--- src/rtl/sm_addsub_pipe.sv ---
// Pipelined sign-magnitude adder/subtractor for the FP mantissa stage.
// S1 resolves the effective operation and orders the operands so the
// magnitude datapath never goes negative; S2 does the add/sub and derives
// the flags, leading-zero count and sign, all registered with the result.
module sm_addsub_pipe #(
  parameter int unsigned  MAG_W = 24,
  parameter int unsigned  CNT_W = 16,
  localparam int unsigned LZC_W = $clog2(MAG_W + 2)
) (
  input  logic             clk,
  input  logic             rst_n,
  input  logic             in_valid,
  output logic             in_ready,
  input  logic             op,
  input  logic             sign_a,
  input  logic             sign_b,
  input  logic [MAG_W-1:0] a,
  input  logic [MAG_W-1:0] b,
  output logic             out_valid,
  input  logic             out_ready,
  output logic [MAG_W:0]   res,
  output logic             sign_res,
  output logic             carry,
  output logic             zero,
  output logic [LZC_W-1:0] lzc,
  input  logic             clr_cnt,
  output logic [CNT_W-1:0] carry_cnt
);

  // Pipeline state
  logic             s1_valid_q;
  logic             s1_eff_sub_q;
  logic             s1_sign_q;
  logic [MAG_W-1:0] s1_big_q;
  logic [MAG_W-1:0] s1_small_q;

  logic             s2_valid_q;
  logic [MAG_W:0]   res_q;
  logic             sign_q;
  logic             carry_q;
  logic             zero_q;
  logic [LZC_W-1:0] lzc_q;
  logic [CNT_W-1:0] cnt_q;

  logic s1_en, s2_en, accept, fire;
  logic sb, eff_sub_d, swap;
  logic [MAG_W:0]   sum_d;
  logic [LZC_W-1:0] lzc_d;

  // Handshake: a stage advances when its successor is empty or draining
  always_comb begin
    s2_en  = !s2_valid_q || out_ready;
    s1_en  = !s1_valid_q || s2_en;
    accept = in_valid && s1_en;
    fire   = s2_valid_q && out_ready;
  end

  // Effective op and operand ordering; only a true subtract ever swaps
  always_comb begin
    sb        = sign_b ^ op;
    eff_sub_d = (sign_a != sb);
    swap      = eff_sub_d && (a < b);
  end

  // Stage 1 register: operand beat after ordering
  always_ff @(posedge clk or negedge rst_n) begin
    if (!rst_n) begin
      s1_valid_q   <= 1'b0;
      s1_eff_sub_q <= 1'b0;
      s1_sign_q    <= 1'b0;
      s1_big_q     <= '0;
      s1_small_q   <= '0;
    end else if (s1_en) begin
      s1_valid_q <= in_valid;
      if (accept) begin
        s1_eff_sub_q <= eff_sub_d;
        s1_sign_q    <= swap ? sb : sign_a;
        s1_big_q     <= swap ? b : a;
        s1_small_q   <= swap ? a : b;
      end
    end
  end

  // Magnitude add/sub; big >= small whenever subtracting
  always_comb begin
    if (s1_eff_sub_q) sum_d = {1'b0, s1_big_q} - {1'b0, s1_small_q};
    else              sum_d = {1'b0, s1_big_q} + {1'b0, s1_small_q};
  end

  // Leading zeros from bit MAG_W; highest set bit wins as the loop ascends
  always_comb begin
    lzc_d = LZC_W'(MAG_W + 1);
    for (int i = 0; i <= int'(MAG_W); i++) begin
      if (sum_d[i]) lzc_d = LZC_W'(int'(MAG_W) - i);
    end
  end

  // Stage 2 register: result and flags, held while stalled
  always_ff @(posedge clk or negedge rst_n) begin
    if (!rst_n) begin
      s2_valid_q <= 1'b0;
      res_q      <= '0;
      sign_q     <= 1'b0;
      carry_q    <= 1'b0;
      zero_q     <= 1'b1;
      lzc_q      <= LZC_W'(MAG_W + 1);
    end else if (s2_en) begin
      s2_valid_q <= s1_valid_q;
      if (s1_valid_q) begin
        res_q   <= sum_d;
        // Zero result is always +0
        sign_q  <= (sum_d == '0) ? 1'b0 : s1_sign_q;
        carry_q <= sum_d[MAG_W];
        zero_q  <= (sum_d == '0);
        lzc_q   <= lzc_d;
      end
    end
  end

  // Saturating count of delivered carry beats; clear has priority
  always_ff @(posedge clk or negedge rst_n) begin
    if (!rst_n) begin
      cnt_q <= '0;
    end else if (clr_cnt) begin
      cnt_q <= '0;
    end else if (fire && carry_q && (cnt_q != '1)) begin
      cnt_q <= cnt_q + CNT_W'(1);
    end
  end

  // Output drive
  always_comb begin
    in_ready  = s1_en;
    out_valid = s2_valid_q;
    res       = res_q;
    sign_res  = sign_q;
    carry     = carry_q;
    zero      = zero_q;
    lzc       = lzc_q;
    carry_cnt = cnt_q;
  end

endmodule

--- config.mk ---
export PLATFORM = sky130hd
export DESIGN_NAME = sm_addsub_pipe
export DESIGN_NICKNAME = d
export VERILOG_FILES = /design/src/rtl/sm_addsub_pipe.sv
export SDC_FILE = /design/constraint.sdc
export NUM_CORES = 1
export LEC_CHECK = 0
export CAP_MARGIN = 30
export CELL_PAD_IN_SITES_DETAIL_PLACEMENT = 2
export CELL_PAD_IN_SITES_GLOBAL_PLACEMENT = 2
export CORE_ASPECT_RATIO = 1.4
export CORE_MARGIN = 3
export CORE_UTILIZATION = 36
export CTS_CLUSTER_DIAMETER = 200
export CTS_CLUSTER_SIZE = 40
export DETAILED_ROUTE_END_ITERATION = 10
export GPL_TIMING_DRIVEN = 0
export PLACE_DENSITY_LB_ADDON = 0.2
export SETUP_SLACK_MARGIN = 0.3
export SKIP_CTS_REPAIR_TIMING = 1
export SLEW_MARGIN = 20
export SYNTH_ARGS = -nofsm -noshare
export SYNTH_HDL_FRONTEND = slang
export SYNTH_SLANG_ARGS = --single-unit
--- constraint.sdc ---
create_clock -name clk -period 12 [get_ports clk]
set_clock_uncertainty 0.05 [all_clocks]
set_input_delay 2.4 -clock clk [delete_from_list [all_inputs] [get_ports clk]]
set_output_delay 2.4 -clock clk [all_outputs]
set_load 0.01 [all_outputs]
==> results.json <==
{
  "p_per_area_nw_per_um2": 206,
  "yosys_warnings": 0,
  "drv_cap": 0,
  "path_clk_slew_ps": 70,
  "io_pins": 107,
  "fin_crit_sh_pct": 50.4,
  "die_h_um": 172,
  "cts_made_buffers": 9,
  "synth.distinct_cells": 71,
  "rrSetupSlack_ps": 6610,
  "tightest_slew_ps": 720,
  "synth_area_leaders": "dfrtp_1 34%, ha_1 8.7%, mux2i_1 7.6%",
  "ys_seq_area_share_pct": 35.5,
  "remaining_drc_errors": 0,
  "power_leakage_nw": 3.81,
  "setup_viol": 0,
  "grt_max_degree": 54,
  "arrival_ps": 3600,
  "first_pass_iters": 4,
  "syn_avg_cell_area_um2": 8.89,
  "hpwl_um": 18200,
  "grt_pass1_wl_um": 35400,
  "grt_pass1_vias": 7041,
  "r2r_start": "s1_small_q[2]$_DFFE_PN0P_",
  "max_slew_margin_pct": 51.7,
  "portBuffers": 106,
  "min_to": "res[21]$_DFFE_PN0P_",
  "yosys.area.top_type": "dfrtp_1",
  "required_ps": 9550,
  "dr.first_iter.drc_count": 154,
  "post-route-min-period_ps": 6050,
  "min_from": "res[21]$_DFFE_PN0P_",
  "track_usage_pct": 20.2,
  "drive_gt1_share_pct": 6.64,
  "rows": 60,
  "async_reset_ff_share_pct": 100,
  "initial_core_util_pct": 36.6,
  "clk_latency_ps": 350,
  "antenna_found_initial": 0,
  "met2_usage_pct": 41.3,
  "tns_ps": 0,
  "gr-usage-met1_pct": 21.4,
  "die_x_um": 124,
  "place_area_um2": 8470,
  "grt_use_met3_pct": 2.30,
  "cts_buffer_depth": 2,
  "hold_viol": 0,
  "fin_area_um2": 8760,
  "endpoint_kind": "primary output",
  "avgRoutedWirePerCell_um": 18.6,
  "ys_ff_latch": 100,
  "vias_per_cell": 5.40,
  "wl_um": 21700,
  "synthCells": 795,
  "clock.fmax_mhz": 165,
  "area_growth_pct": 24.0,
  "criticalPathCategory": "input pin to primary output",
  "busiest_layer": "met2",
  "fill_cells": 2133,
  "cts_tree": "built",
  "hp-class": "register to register",
  "min_path_cells": 2,
  "rsz0062_at_grt": "false",
  "vias": 6294,
  "syn_nets": 901,
  "dieArea_um2": 21400,
  "ant_nets": 0,
  "synth_area_um2": 7070,
  "ir_drop_uv": 75.6,
  "gp_congestion": 0.755,
  "clock_sinks": 100,
  "startpoint": "out_ready",
  "holdWs_ps": 439,
  "reg2reg_to": "sign_res$_DFFE_PN0P_",
  "coreArea_um2": 19300,
  "fin_nets": 1019,
  "ys.flop_type": "dfrtp_1",
  "start_kind": "input pin",
  "synth_edf_count": 0,
  "status": "completed",
  "drv_slew": 0,
  "cts_max_level": 3,
  "antennaDiodeCount": 0,
  "r2r_cells": 17,
  "cts_root_buf": "clkbuf_16",
  "path_max_fanout": 3,
  "synth_top_cell_area_share_pct": 34.0,
  "grt_overflow": 0
}
[how the worst max path moves through the flow]
stage | endpoint | slack, ps
floorplan | in_ready | 6940
global placement | s1_big_q[22]$_DFFE_PN0P_ | 4770
detailed placement | in_ready | 5950
CTS | in_ready | 5940
global route | in_ready | 5910
finish | in_ready | 5950
[area by class of cell]
class | instances | area [um2] | share of cell area, %
Multi-Input combinational cell | 623 | 4260 | 48.6
Sequential cell | 100 | 2510 | 28.6
Timing Repair Buffer | 107 | 1090 | 12.4
Tap cell | 248 | 310 | 3.54
Clock buffer | 11 | 233 | 2.66
Buffer | 31 | 154 | 1.76
Inverter | 41 | 154 | 1.76
Clock inverter | 5 | 61.3 | 0.700
[metrics by stage]
stage | setup WS (ps) | total power [mW] | utilization (%) | std cells
2_1_floorplan | 6940 | 1.15 | - | 795
3_3_place_gp | 4770 | 1.46 | 43.8 | 1149
3_5_place_dp | 5950 | 1.52 | 43.9 | 1150
4_1_cts | 5940 | 1.82 | 45.4 | 1166
5_1_grt | 5910 | 1.94 | 45.4 | 1166
6_report | 5950 | 1.80 | 45.4 | 1166
[kinds of logic after synthesis]
family / synth area share [%]
and+or+nand+nor: 16.7
buffers and inverters: 4.35
muxes: 9.40
DFF: 35.5
xor gates and xnor gates: 6.94
AOI/OAI and AO/OA: 18.2
adders and majority gates: 8.95
[synthesized netlist by cell type, types with 6 or more instances]
| master | instances |
|---|---|
| nand2_1 | 96 |
| a21oi_1 | 45 |
| inv_1 | 41 |
| nor2b_1 | 6 |
| a21o_1 | 14 |
| nand2b_1 | 8 |
| and3_1 | 6 |
| clkbuf_1 | 21 |
| mux2i_1 | 54 |
| dfrtp_1 | 96 |
| xnor2_1 | 35 |
| mux2_2 | 11 |
| or3_1 | 6 |
| nor2_1 | 61 |
| o21ai_1 | 14 |
| xor2_1 | 21 |
| nand3_1 | 13 |
| ha_1 | 49 |
| nor3_1 | 10 |
| nand4_1 | 10 |
| o21ai_0 | 77 |
| o21a_1 | 6 |
[critical path: stages]
cell	delay, ps
clkdlybuf4s50_1	490
nand3b_1	160
clkdlybuf4s50_1	550
[report_power, final]
part / total (mW) / switching, mW / internal (mW)
combinational: 1.02 / 0.579 / 0.444
sequential: 0.485 / 0.0660 / 0.419
clock: 0.295 / 0.132 / 0.163
[registers in the layout, summed over array words and instances (netlist names)]
signal and cells:
zero 1, s1_sign_q 1, lzc 5, s1_valid_q 1, res 25, s1_small_q 24, out_valid 1, s1_big_q 24
carry_cnt 16, s1_eff_sub_q 1, sign_res 1
[placed cells by master (no fill, tap or decap), types with 35 or more instances in the layout]
cell type	Yosys	layout
clkdlybuf4s50_1	0	105
nand2_1	96	96
dfrtp_1	96	96
o21ai_0	77	77
nor2_1	61	61
mux2i_1	54	54
ha_1	49	49
a21oi_1	45	45
inv_1	41	41
xnor2_1	35	35
[metal layers]
layer | vias up | part of all wire (%) | wire, um
li1 | 3037 | - | -
met1 | 3114 | 39 | 8530
met2 | 115 | 56 | 12100
met3 | 28 | 2.5 | 538
met4 | 0 | 2.6 | 556
met5 | - | 0 | 0
Note: power is estimated with default switching activity, not from simulation.
